[src/rtl/mantissa_normalizer.sv]
// Pipelined mantissa normaliser: leading-one detect, left shift, exponent adjust.
// Ports: clk/rst (async, active-high); in_valid/in_ready + Sum_mag/exp_in in;
//        out_valid/out_ready + mant_out/exp_out/msb_pos/zero/denorm/underflow out.
module mantissa_normalizer #(
    parameter int WIDTH     = 8,
    parameter int EXP_WIDTH = 8,
    parameter int STAGES    = 2,
    parameter int SUBNORMAL = 1,
    localparam int WIDTH_LOG = $clog2(WIDTH)
) (
    input  logic                 clk,
    input  logic                 rst,
    input  logic                 in_valid,
    output logic                 in_ready,
    input  logic [WIDTH-1:0]     Sum_mag,
    input  logic [EXP_WIDTH-1:0] exp_in,
    output logic                 out_valid,
    input  logic                 out_ready,
    output logic [WIDTH-1:0]     mant_out,
    output logic [EXP_WIDTH-1:0] exp_out,
    output logic [WIDTH_LOG-1:0] msb_pos,
    output logic                 zero,
    output logic                 denorm,
    output logic                 underflow
);

    localparam int CW = (EXP_WIDTH > WIDTH_LOG) ? EXP_WIDTH : WIDTH_LOG;
    localparam logic [WIDTH_LOG-1:0] TOP = WIDTH_LOG'(WIDTH - 1);

    // Leading-one search. Only bits that are a definite 1 update the
    // position, so unknown bits below the leading one cannot disturb it.
    logic [WIDTH_LOG-1:0] f_pos;
    logic [WIDTH_LOG-1:0] f_shift;
    logic                 f_zero;

    always_comb begin
        f_pos  = '0;
        f_zero = 1'b1;
        for (int i = 0; i < WIDTH; i++) begin
            if (Sum_mag[i] == 1'b1) begin
                f_pos  = WIDTH_LOG'(i);
                f_zero = 1'b0;
            end
        end
    end

    assign f_shift = f_zero ? '0 : TOP - f_pos;

    // Inputs of the shift/exponent stage, fed either by stage-1
    // registers or directly by the input port.
    logic                 b_valid;
    logic                 b_zero;
    logic [WIDTH-1:0]     b_mag;
    logic [EXP_WIDTH-1:0] b_exp;
    logic [WIDTH_LOG-1:0] b_pos;
    logic [WIDTH_LOG-1:0] b_shift;
    logic                 out_load;

    assign out_load = !out_valid || out_ready;

    generate
        if (STAGES == 2) begin : g_two
            logic                 s1_valid;
            logic                 s1_zero;
            logic [WIDTH-1:0]     s1_mag;
            logic [EXP_WIDTH-1:0] s1_exp;
            logic [WIDTH_LOG-1:0] s1_pos;
            logic [WIDTH_LOG-1:0] s1_shift;
            logic                 s1_load;

            assign s1_load = !s1_valid || out_load;

            always_ff @(posedge clk or posedge rst) begin
                if (rst) begin
                    s1_valid <= 1'b0;
                    s1_zero  <= 1'b0;
                    s1_mag   <= '0;
                    s1_exp   <= '0;
                    s1_pos   <= '0;
                    s1_shift <= '0;
                end else if (s1_load) begin
                    s1_valid <= in_valid;
                    if (in_valid) begin
                        s1_zero  <= f_zero;
                        s1_mag   <= Sum_mag;
                        s1_exp   <= exp_in;
                        s1_pos   <= f_pos;
                        s1_shift <= f_shift;
                    end
                end
            end

            assign in_ready = s1_load;
            assign b_valid  = s1_valid;
            assign b_zero   = s1_zero;
            assign b_mag    = s1_mag;
            assign b_exp    = s1_exp;
            assign b_pos    = s1_pos;
            assign b_shift  = s1_shift;
        end else if (STAGES == 1) begin : g_one
            assign in_ready = out_load;
            assign b_valid  = in_valid;
            assign b_zero   = f_zero;
            assign b_mag    = Sum_mag;
            assign b_exp    = exp_in;
            assign b_pos    = f_pos;
            assign b_shift  = f_shift;
        end else begin : g_bad
            $error("mantissa_normalizer: STAGES must be 1 or 2");
        end
    endgenerate

    // Compare at the wider of the two widths so neither side wraps.
    logic [CW-1:0]        b_exp_w;
    logic [CW-1:0]        b_shift_w;
    logic                 b_under;
    logic [WIDTH-1:0]     n_mant;
    logic [EXP_WIDTH-1:0] n_exp;
    logic                 n_den;
    logic                 n_uf;

    assign b_exp_w   = CW'(b_exp);
    assign b_shift_w = CW'(b_shift);
    assign b_under   = b_exp_w < b_shift_w;

    always_comb begin
        n_mant = '0;
        n_exp  = '0;
        n_den  = 1'b0;
        n_uf   = 1'b0;
        if (!b_zero) begin
            if (!b_under) begin
                n_mant = b_mag << b_shift;
                n_exp  = EXP_WIDTH'(b_exp_w - b_shift_w);
            end else if (SUBNORMAL != 0) begin
                // Shift only as far as the exponent allows.
                n_mant = b_mag << b_exp;
                n_den  = 1'b1;
            end else begin
                n_uf = 1'b1;
            end
        end
    end

    always_ff @(posedge clk or posedge rst) begin
        if (rst) begin
            out_valid <= 1'b0;
            mant_out  <= '0;
            exp_out   <= '0;
            msb_pos   <= '0;
            zero      <= 1'b0;
            denorm    <= 1'b0;
            underflow <= 1'b0;
        end else if (out_load) begin
            out_valid <= b_valid;
            if (b_valid) begin
                mant_out  <= n_mant;
                exp_out   <= n_exp;
                msb_pos   <= b_pos;
                zero      <= b_zero;
                denorm    <= n_den;
                underflow <= n_uf;
            end
        end
    end

endmodule

[config.mk]
export PLATFORM = sky130hd
export DESIGN_NAME = mantissa_normalizer
export DESIGN_NICKNAME = d
export VERILOG_FILES = /design/src/rtl/mantissa_normalizer.sv
export SDC_FILE = /design/constraint.sdc
export NUM_CORES = 1
export LEC_CHECK = 0
export ABC_AREA = 1
export CAP_MARGIN = 30
export CORE_MARGIN = 2
export CORE_UTILIZATION = 40
export CTS_CLUSTER_DIAMETER = 150
export DETAILED_ROUTE_END_ITERATION = 12
export GPL_TIMING_DRIVEN = 0
export PLACE_DENSITY = 0.75
export SYNTH_ARGS = -nofsm -noshare
export SYNTH_HDL_FRONTEND = slang
export SYNTH_SLANG_ARGS = --single-unit
[constraint.sdc]
create_clock -name clk -period 2.44 [get_ports clk]
set_input_delay 0.61 -clock clk [delete_from_list [all_inputs] [get_ports clk]]
set_output_delay 0.61 -clock clk [all_outputs]
set_load 0.1 [all_outputs]
==> key figures, run 1 <==
Status
  – Status: finished, final reports clean

Clock tree
  – CTS Buf Count: 5
  – CTS hold repair buffers: 0
  – Postcts setup bufs: 0
  – Clock-pin slew on the worst setup and hold paths: 0.08 ns
  – H-Tree Depth: 2
  – Clk buf depth: 2
  – CTS tree: done
  – Clock sinks: between 40 and 50
  – Clk_lat worst skew: ~0.3 ns
  – CTS root buffer: clkbuf_8

Logic synthesis
  – Yosys top cell by area: dfrtp_1
  – Most frequent cells after synthesis: 86 x nand2_1, 46 x dfrtp_1, 37 x nand3_1
  – Largest cells by area after synthesis: dfrtp_1 49%, nand2_1 14%, nand3_1 7.9%, o21ai_0 5.2%, inv_1 4.2%
  – Synth Cell Area: between 2000 and 2500 um2
  – Post-synth EDFFs: 0
  – Syn avg cell area: 8.32 um2
  – Unique cell type count in the Yosys netlist: 35
  – Most instantiated library cell after synthesis: nand2_1
  – Asr flop ratio synth: 100%
  – Register area share after synthesis: approximately half
  – Syn Nets: roughly 300
  – Prevailing post-synth register cell: dfrtp_1
  – Mapped Cells: 280
  – Yosys warnings: 0
  – Yosys top cell area share: between 40% and 50%
  – #FFs+latches synth: 46

Global route
  – First-pass GRT wire length: ~9 mm
  – Pin count of the biggest net entering global routing: 29
  – GRT overflow: 0
  – Met1 Usage GRT: around a quarter
  – Antenna violations before repair: 0
  – GRT busiest layer: met2
  – Vias in the first global route: 1871
  – Met2 usage: 29.1%
  – Met3 Use GR: approximately 3.8%
  – Tot GR Track Use: between 15 and 20%

STA
  – Setup-failing EPs final: 0
  – Max Slew Vio Count: 0
  – Fmax: 0.418 GHz
  – RSZ-0062 raised after global routing: false
  – Hold WS: 0.482 ns
  – Worst relative slew slack: a little over a third
  – Hold Violations, Final: 0
  – Clock Skew: 0.00293 ns
  – Min Tclk post-route: between 2 and 2.5 ns
  – Slew @ Worst Pin: 0.969 ns
  – Part of the cycle the worst path needs: just under 100%

Critical path
  – Crit path kind: flop to output pin
  – Crit path buffers/inverters: 1
  – Worst Path Arrival: ~1.8 ns
  – Crit-path max FO: 2
  – WP data required: around 1.8 ns
  – CP max-delay cell: clkdlybuf4s50_1
  – CP delay by family, top: buffers and inverters
  – Max incr delay on CP: around 1.1 ns
  – CP endpoint kind: output pin
  – CP startpoint kind: flop
  – Critical-path cell list: clkdlybuf4s50_1

Route
  – Wire length per cell: approximately 13 um
  – Routed Antenna Nets: 0
  – Initial DRC count: around 120
  – Vias post-DR: 1989
  – Drt total wl: just over 5 mm
  – DRC: 0
  – Mean number of vias per cell: about 4.9
  – Drt pass-1 iters: 4

Floorplanning
  – Core Box Area: around 5600 um2
  – Io pins: 44
  – Die area: between 6000 and 7000 um2
  – Row count: 27
  – Starting Density: approximately two fifths
  – Die Wd: 80.3 um
  – Chip height: 80.3 um

Placement
  – DP Wirelength: a little over 4 mm
  – IO buf count: 42
  – Routability Congestion: a little over 0.8
  – Post-DP Area: ~2900 um2

Finish
  – Nets: 354
  – Fill count: ~540
  – Synth-to-layout area growth: 28.8%
  – Share of layout cells above drive strength 1: under 10%
  – Final Cell Area: between 3000 and 4000 um2
  – ANT cells: 0

Power and ir drop
  – Leakage power: about 1.6 nW
  – Max IR drop VDD: just under 0.7 mV
  – Power per cell area: about 1100 nW/um2

Flow run
  – MaxCap Viol Count: 0

Worst hold path
  – Hold crit path type: flop to flop
## where the power goes
group          switching [mW]  leakage [nW]  internal [mW]
Sequential              0.119         0.572          0.938
Clock                   0.245        0.0482          0.229
Combinational            1.33          1.01          0.417
## per-stage QoR
step	utilization (%)	worst slack (ns)	total power, mW	setup TNS [ns]	instances
after CTS	53.2	0.0123	3.31	0	403
final	53.9	0.0466	3.28	0	403
after global placement	51.2	-0.495	2.80	-5.10	394
after floorplan	-	0.164	2.40	0	280
after detailed placement	51.6	-0.501	2.83	-0.501	395
after global routing	53.9	0.000132	3.44	0	403
## cell usage in the layout (no fill, tap or decap), types with 3 or more instances in the layout
| cell | n |
|---|---|
| nand2_1 | 86 |
| nand2_4 | 4 |
| nor2_1 | 9 |
| inv_2 | 3 |
| clkdlybuf4s50_1 | 28 |
| dfrtp_1 | 46 |
| clkbuf_1 | 6 |
| inv_1 | 25 |
| dlymetal6s2s_1 | 12 |
| nand3_1 | 36 |
| ha_1 | 3 |
| clkbuf_8 | 6 |
| o21ai_0 | 24 |
| a21oi_1 | 6 |
## logic make-up (layout without fill, tap and decap cells)
family	count (synthesis)	in the layout	synth area share [%]
compound gates	43	43	11.1
xor+xnor	3	3	1.13
fa+ha+maj	4	4	2.47
buf+inv	36	87	6.07
flops	46	46	49.4
other cells	1	1	0.161
simple gates	147	147	29.7
## worst paths after layout
path,startpoint,endpoint,slack (ns),cells past startpoint
max reg2reg,b_exp[0],mant_out[4],0.17,14
max in group asynchronous,rst,b_exp[0],1.34,3
min reg2reg,mant_out[3],mant_out[3],0.48,2
min,mant_out[3],mant_out[3],0.48,2
min in group asynchronous,rst,exp_out[7],0.61,2
max,exp_out[6],exp_out[6],0.05,1
## per-layer routing
layer | vias up | routed length [um]
met5 | - | 0
met3 | 5 | 277
met1 | 911 | 2500
met4 | 0 | 70
met2 | 69 | 2330
li1 | 1004 | -
## cell type report
class | count | area (um2) | share of cell area (%)
plain buffers | 7 | 30.0 | 1.00
clock buffers | 7 | 86.3 | 2.88
clock inverters | 1 | 5.00 | 0.167
inverters | 29 | 111 | 3.71
multi-input cells | 198 | 1060 | 35.3
flip-flops and latches | 46 | 1150 | 38.3
well taps | 72 | 90.1 | 3.00
repair buffers | 43 | 470 | 15.7
## flip-flops by register name (all words and copies together), names as in the netlist
name,flops
b_exp,8
b_mag,8
exp_out,8
mant_out,8
b_pos,3
b_shift,3
msb_pos,3
b_valid,1
b_zero,1
denorm,1
out_valid,1
zero,1
## timing repair
| action | in CTS | in global routing |
|---|---|---|
| gates resized for setup | 4 | 13 |
| endpoints found under the setup margin | 2 | 14 |
| cloned | 0 | 0 |
| hold endpoints to repair | 0 | 0 |
(Power assumes the default switching activity.)
==> inputs of run 2 (changes only) <==
--- a/config.mk
+++ b/config.mk
@@ -16,3 +16,4 @@
 export SYNTH_ARGS = -nofsm -noshare
 export SYNTH_HDL_FRONTEND = slang
 export SYNTH_SLANG_ARGS = --single-unit
+export TNS_END_PERCENT = 30
==> results of run 2 <==
Final layout, timing and power as in run 1 (identical DEF).
==> inputs of run 3 (changes only) <==
--- a/config.mk
+++ b/config.mk
@@ -13,6 +13,7 @@
 export DETAILED_ROUTE_END_ITERATION = 12
 export GPL_TIMING_DRIVEN = 0
 export PLACE_DENSITY = 0.75
+export SKIP_LAST_GASP = 1
 export SYNTH_ARGS = -nofsm -noshare
 export SYNTH_HDL_FRONTEND = slang
 export SYNTH_SLANG_ARGS = --single-unit
==> constraint.sdc (replaced) <==
create_clock -name clk -period 2.4 [get_ports clk]
set_input_delay 0.6 -clock clk [delete_from_list [all_inputs] [get_ports clk]]
set_output_delay 0.6 -clock clk [all_outputs]
set_load 0.1 [all_outputs]
==> key figures, run 3 (synthesis gave the netlist of run 1 again) <==
Placement
  – Routability Congestion: 0.829
  – Cell total after placement: 395
  – Dpl ws: -0.521 ns
  – Post-DP Area: approximately 2900 um2
  – IO buf count: 42
  – DP Wirelength: roughly 4.0 mm

STA
  – Min Tclk post-route: about 2.4 ns
  – Hold Violations, Final: 0
  – Worst relative slew slack: approximately a third
  – Clock Skew: 0.00585 ns
  – Setup-failing EPs final: 1
  – Max Slew Vio Count: 0
  – Slew @ Worst Pin: ~0.97 ns
  – Part of the cycle the worst path needs: 100%
  – Fmax: 0.416 GHz
  – Final setup margin: -0.00386 ns
  – RSZ-0062 raised after global routing: true

Status
  – Status: finished with violations
  – Failing checks: setup timing

Route
  – DRC: 0
  – Routed Antenna Nets: 0
  – Mean number of vias per cell: roughly 5.0
  – Vias post-DR: 2000
  – Initial DRC count: 161
  – Drt total wl: ~5.2 mm
  – Drt pass-1 iters: 4
  – Wire length per cell: about 13 um

Critical path
  – R2R Setup Slk: ~0.13 ns
  – WP data required: about 1.8 ns
  – CP max-delay cell: clkdlybuf4s50_1
  – Worst Path Arrival: ~1.8 ns
  – Crit-path max FO: 2
  – Reg2reg end: mant_out[4]
  – CP delay by family, top: buffers and inverters
  – Critical-path cell list: clkdlybuf4s50_1
  – Max incr delay on CP: 1.14 ns
  – CP startpoint kind: flop
  – Crit path kind: flop to output pin
  – Crit path buffers/inverters: 1
  – CP endpoint kind: output pin
  – R2R Path Start: b_exp[0]
  – Reg2reg path depth: 14

Floorplanning
  – Core Box Area: 5570 um2
  – Starting Density: 41.8%
  – Row count: 27
  – Io pins: 44
  – Die area: 6450 um2
  – Chip height: between 80 and 90 um
  – Die Wd: ~80 um

Global route
  – Pin count of the biggest net entering global routing: 29
  – Tot GR Track Use: 17.9%
  – First-pass GRT wire length: around 8.9 mm
  – Antenna violations before repair: 0
  – Vias in the first global route: 1870
  – GRT overflow: 0

Clock tree
  – CTS root buffer: clkbuf_8
  – Clk buf depth: 2
  – Clock-pin slew on the worst setup and hold paths: about 0.08 ns
  – Clock sinks: 46
  – CTS hold repair buffers: 0
  – Clk_lat worst skew: around 0.30 ns
  – H-Tree Depth: 2
  – CTS tree: done
  – CTS Buf Count: 5
  – Postcts setup bufs: 0

Power and ir drop
  – Internal power: between 1.5 and 2 mW
  – Power per cell area: around 1100 nW/um2
  – Sw power: 1.73 mW
  – Power share of the combinational group: between 50% and 60%
  – Leakage power: between 1.5 and 2 nW
  – Max IR drop VDD: between 0.6 and 0.7 mV
  – Clock Power Share: about 15%
  – Sequential power share: approximately a third
  – Switching share of power: between 50% and 60%

Worst hold path
  – Hold crit path type: flop to flop
  – Worst hold endpoint: msb_pos[0]
  – HP Start: msb_pos[0]
  – Worst Hold Depth: 2

Finish
  – Final Cell Area: slightly below 3000 um2
  – Final std cells w/o fill: 403
  – Most frequent cells in the layout: 86 x nand2_1, 46 x dfrtp_1, 36 x nand3_1
  – Most common cell after layout, fill and taps aside: nand2_1
  – Share of layout cells above drive strength 1: under 10%
  – Synth-to-layout area growth: 28.0%
  – ANT cells: 0
  – Nets: around 350

Flow run
  – MaxCap Viol Count: 0
-- run 3: cell types whose count changed in the layout (fill, tap and decap cells not counted), sizes merged --
cell | before | now
dlygate4sd2 | 1 | 2
clkdlybuf4s50 | 28 | 34
dlymetal6s2s | 12 | 5
-- run 3: timing repair --
action,CTS,global route
endpoints found under the setup margin,12,24
cloned,0,0
gates resized for setup,5,6
-- run 3: routing by layer --
| metal | track usage, % | vias up | part of all wire, % |
|---|---|---|---|
| li1 | - | 1005 | - |
| met1 | 24.1 | 922 | 48 |
| met2 | 29.1 | 68 | 45 |
| met3 | 3.82 | 5 | 5.4 |
| met4 | 5.08 | 0 | 1.2 |
| met5 | 0 | - | 0 |
-- run 3: through the flow --
step	hold slack [ns]	utilization (%)	power, mW	setup TNS, ns
after floorplan	0.454	-	2.45	0
after global placement	0.467	51.2	2.85	-6.50
after detailed placement	0.468	51.6	2.88	-0.521
after CTS	0.488	53.2	3.36	-0.0707
after global routing	0.508	53.5	3.50	-0.375
final	0.485	53.5	3.34	-0.00386
-- run 3: cell type report --
type	instances	area [um2]
Inverter	29	111
Buffer	7	30.0
Fill cell	539	2590
Clock inverter	1	5.00
Sequential cell	46	1150
Tap cell	72	90.1
Timing Repair Buffer	43	452
Multi-Input combinational cell	198	1060
Clock buffer	7	86.3
-- run 3: worst max path at each step --
| stage | endpoint | slack [ns] | startpoint | depth (start not counted) |
|---|---|---|---|---|
| detailed placement | in_ready | -0.52 | out_ready | 4 |
| global placement | in_ready | -0.52 | out_ready | 4 |
| CTS | exp_out[2] | -0.02 | exp_out[2] | 1 |
| global route | exp_out[7] | -0.04 | exp_out[7] | 1 |
| floorplan | b_pos[2] | 0.12 | out_valid | 5 |
| finish | exp_out[0] | -0.004 | exp_out[0] | 1 |
-- run 3: power groups by stage --
stage          Combinational (mW)  Clock (mW)  Sequential [mW]
2_1_floorplan               0.472           0             1.97
3_3_place_gp                 1.76           0             1.09
3_5_place_dp                 1.79           0             1.09
4_1_cts                      1.78       0.496             1.08
5_1_grt                      1.87       0.524             1.10
6_report                     1.78       0.489             1.08
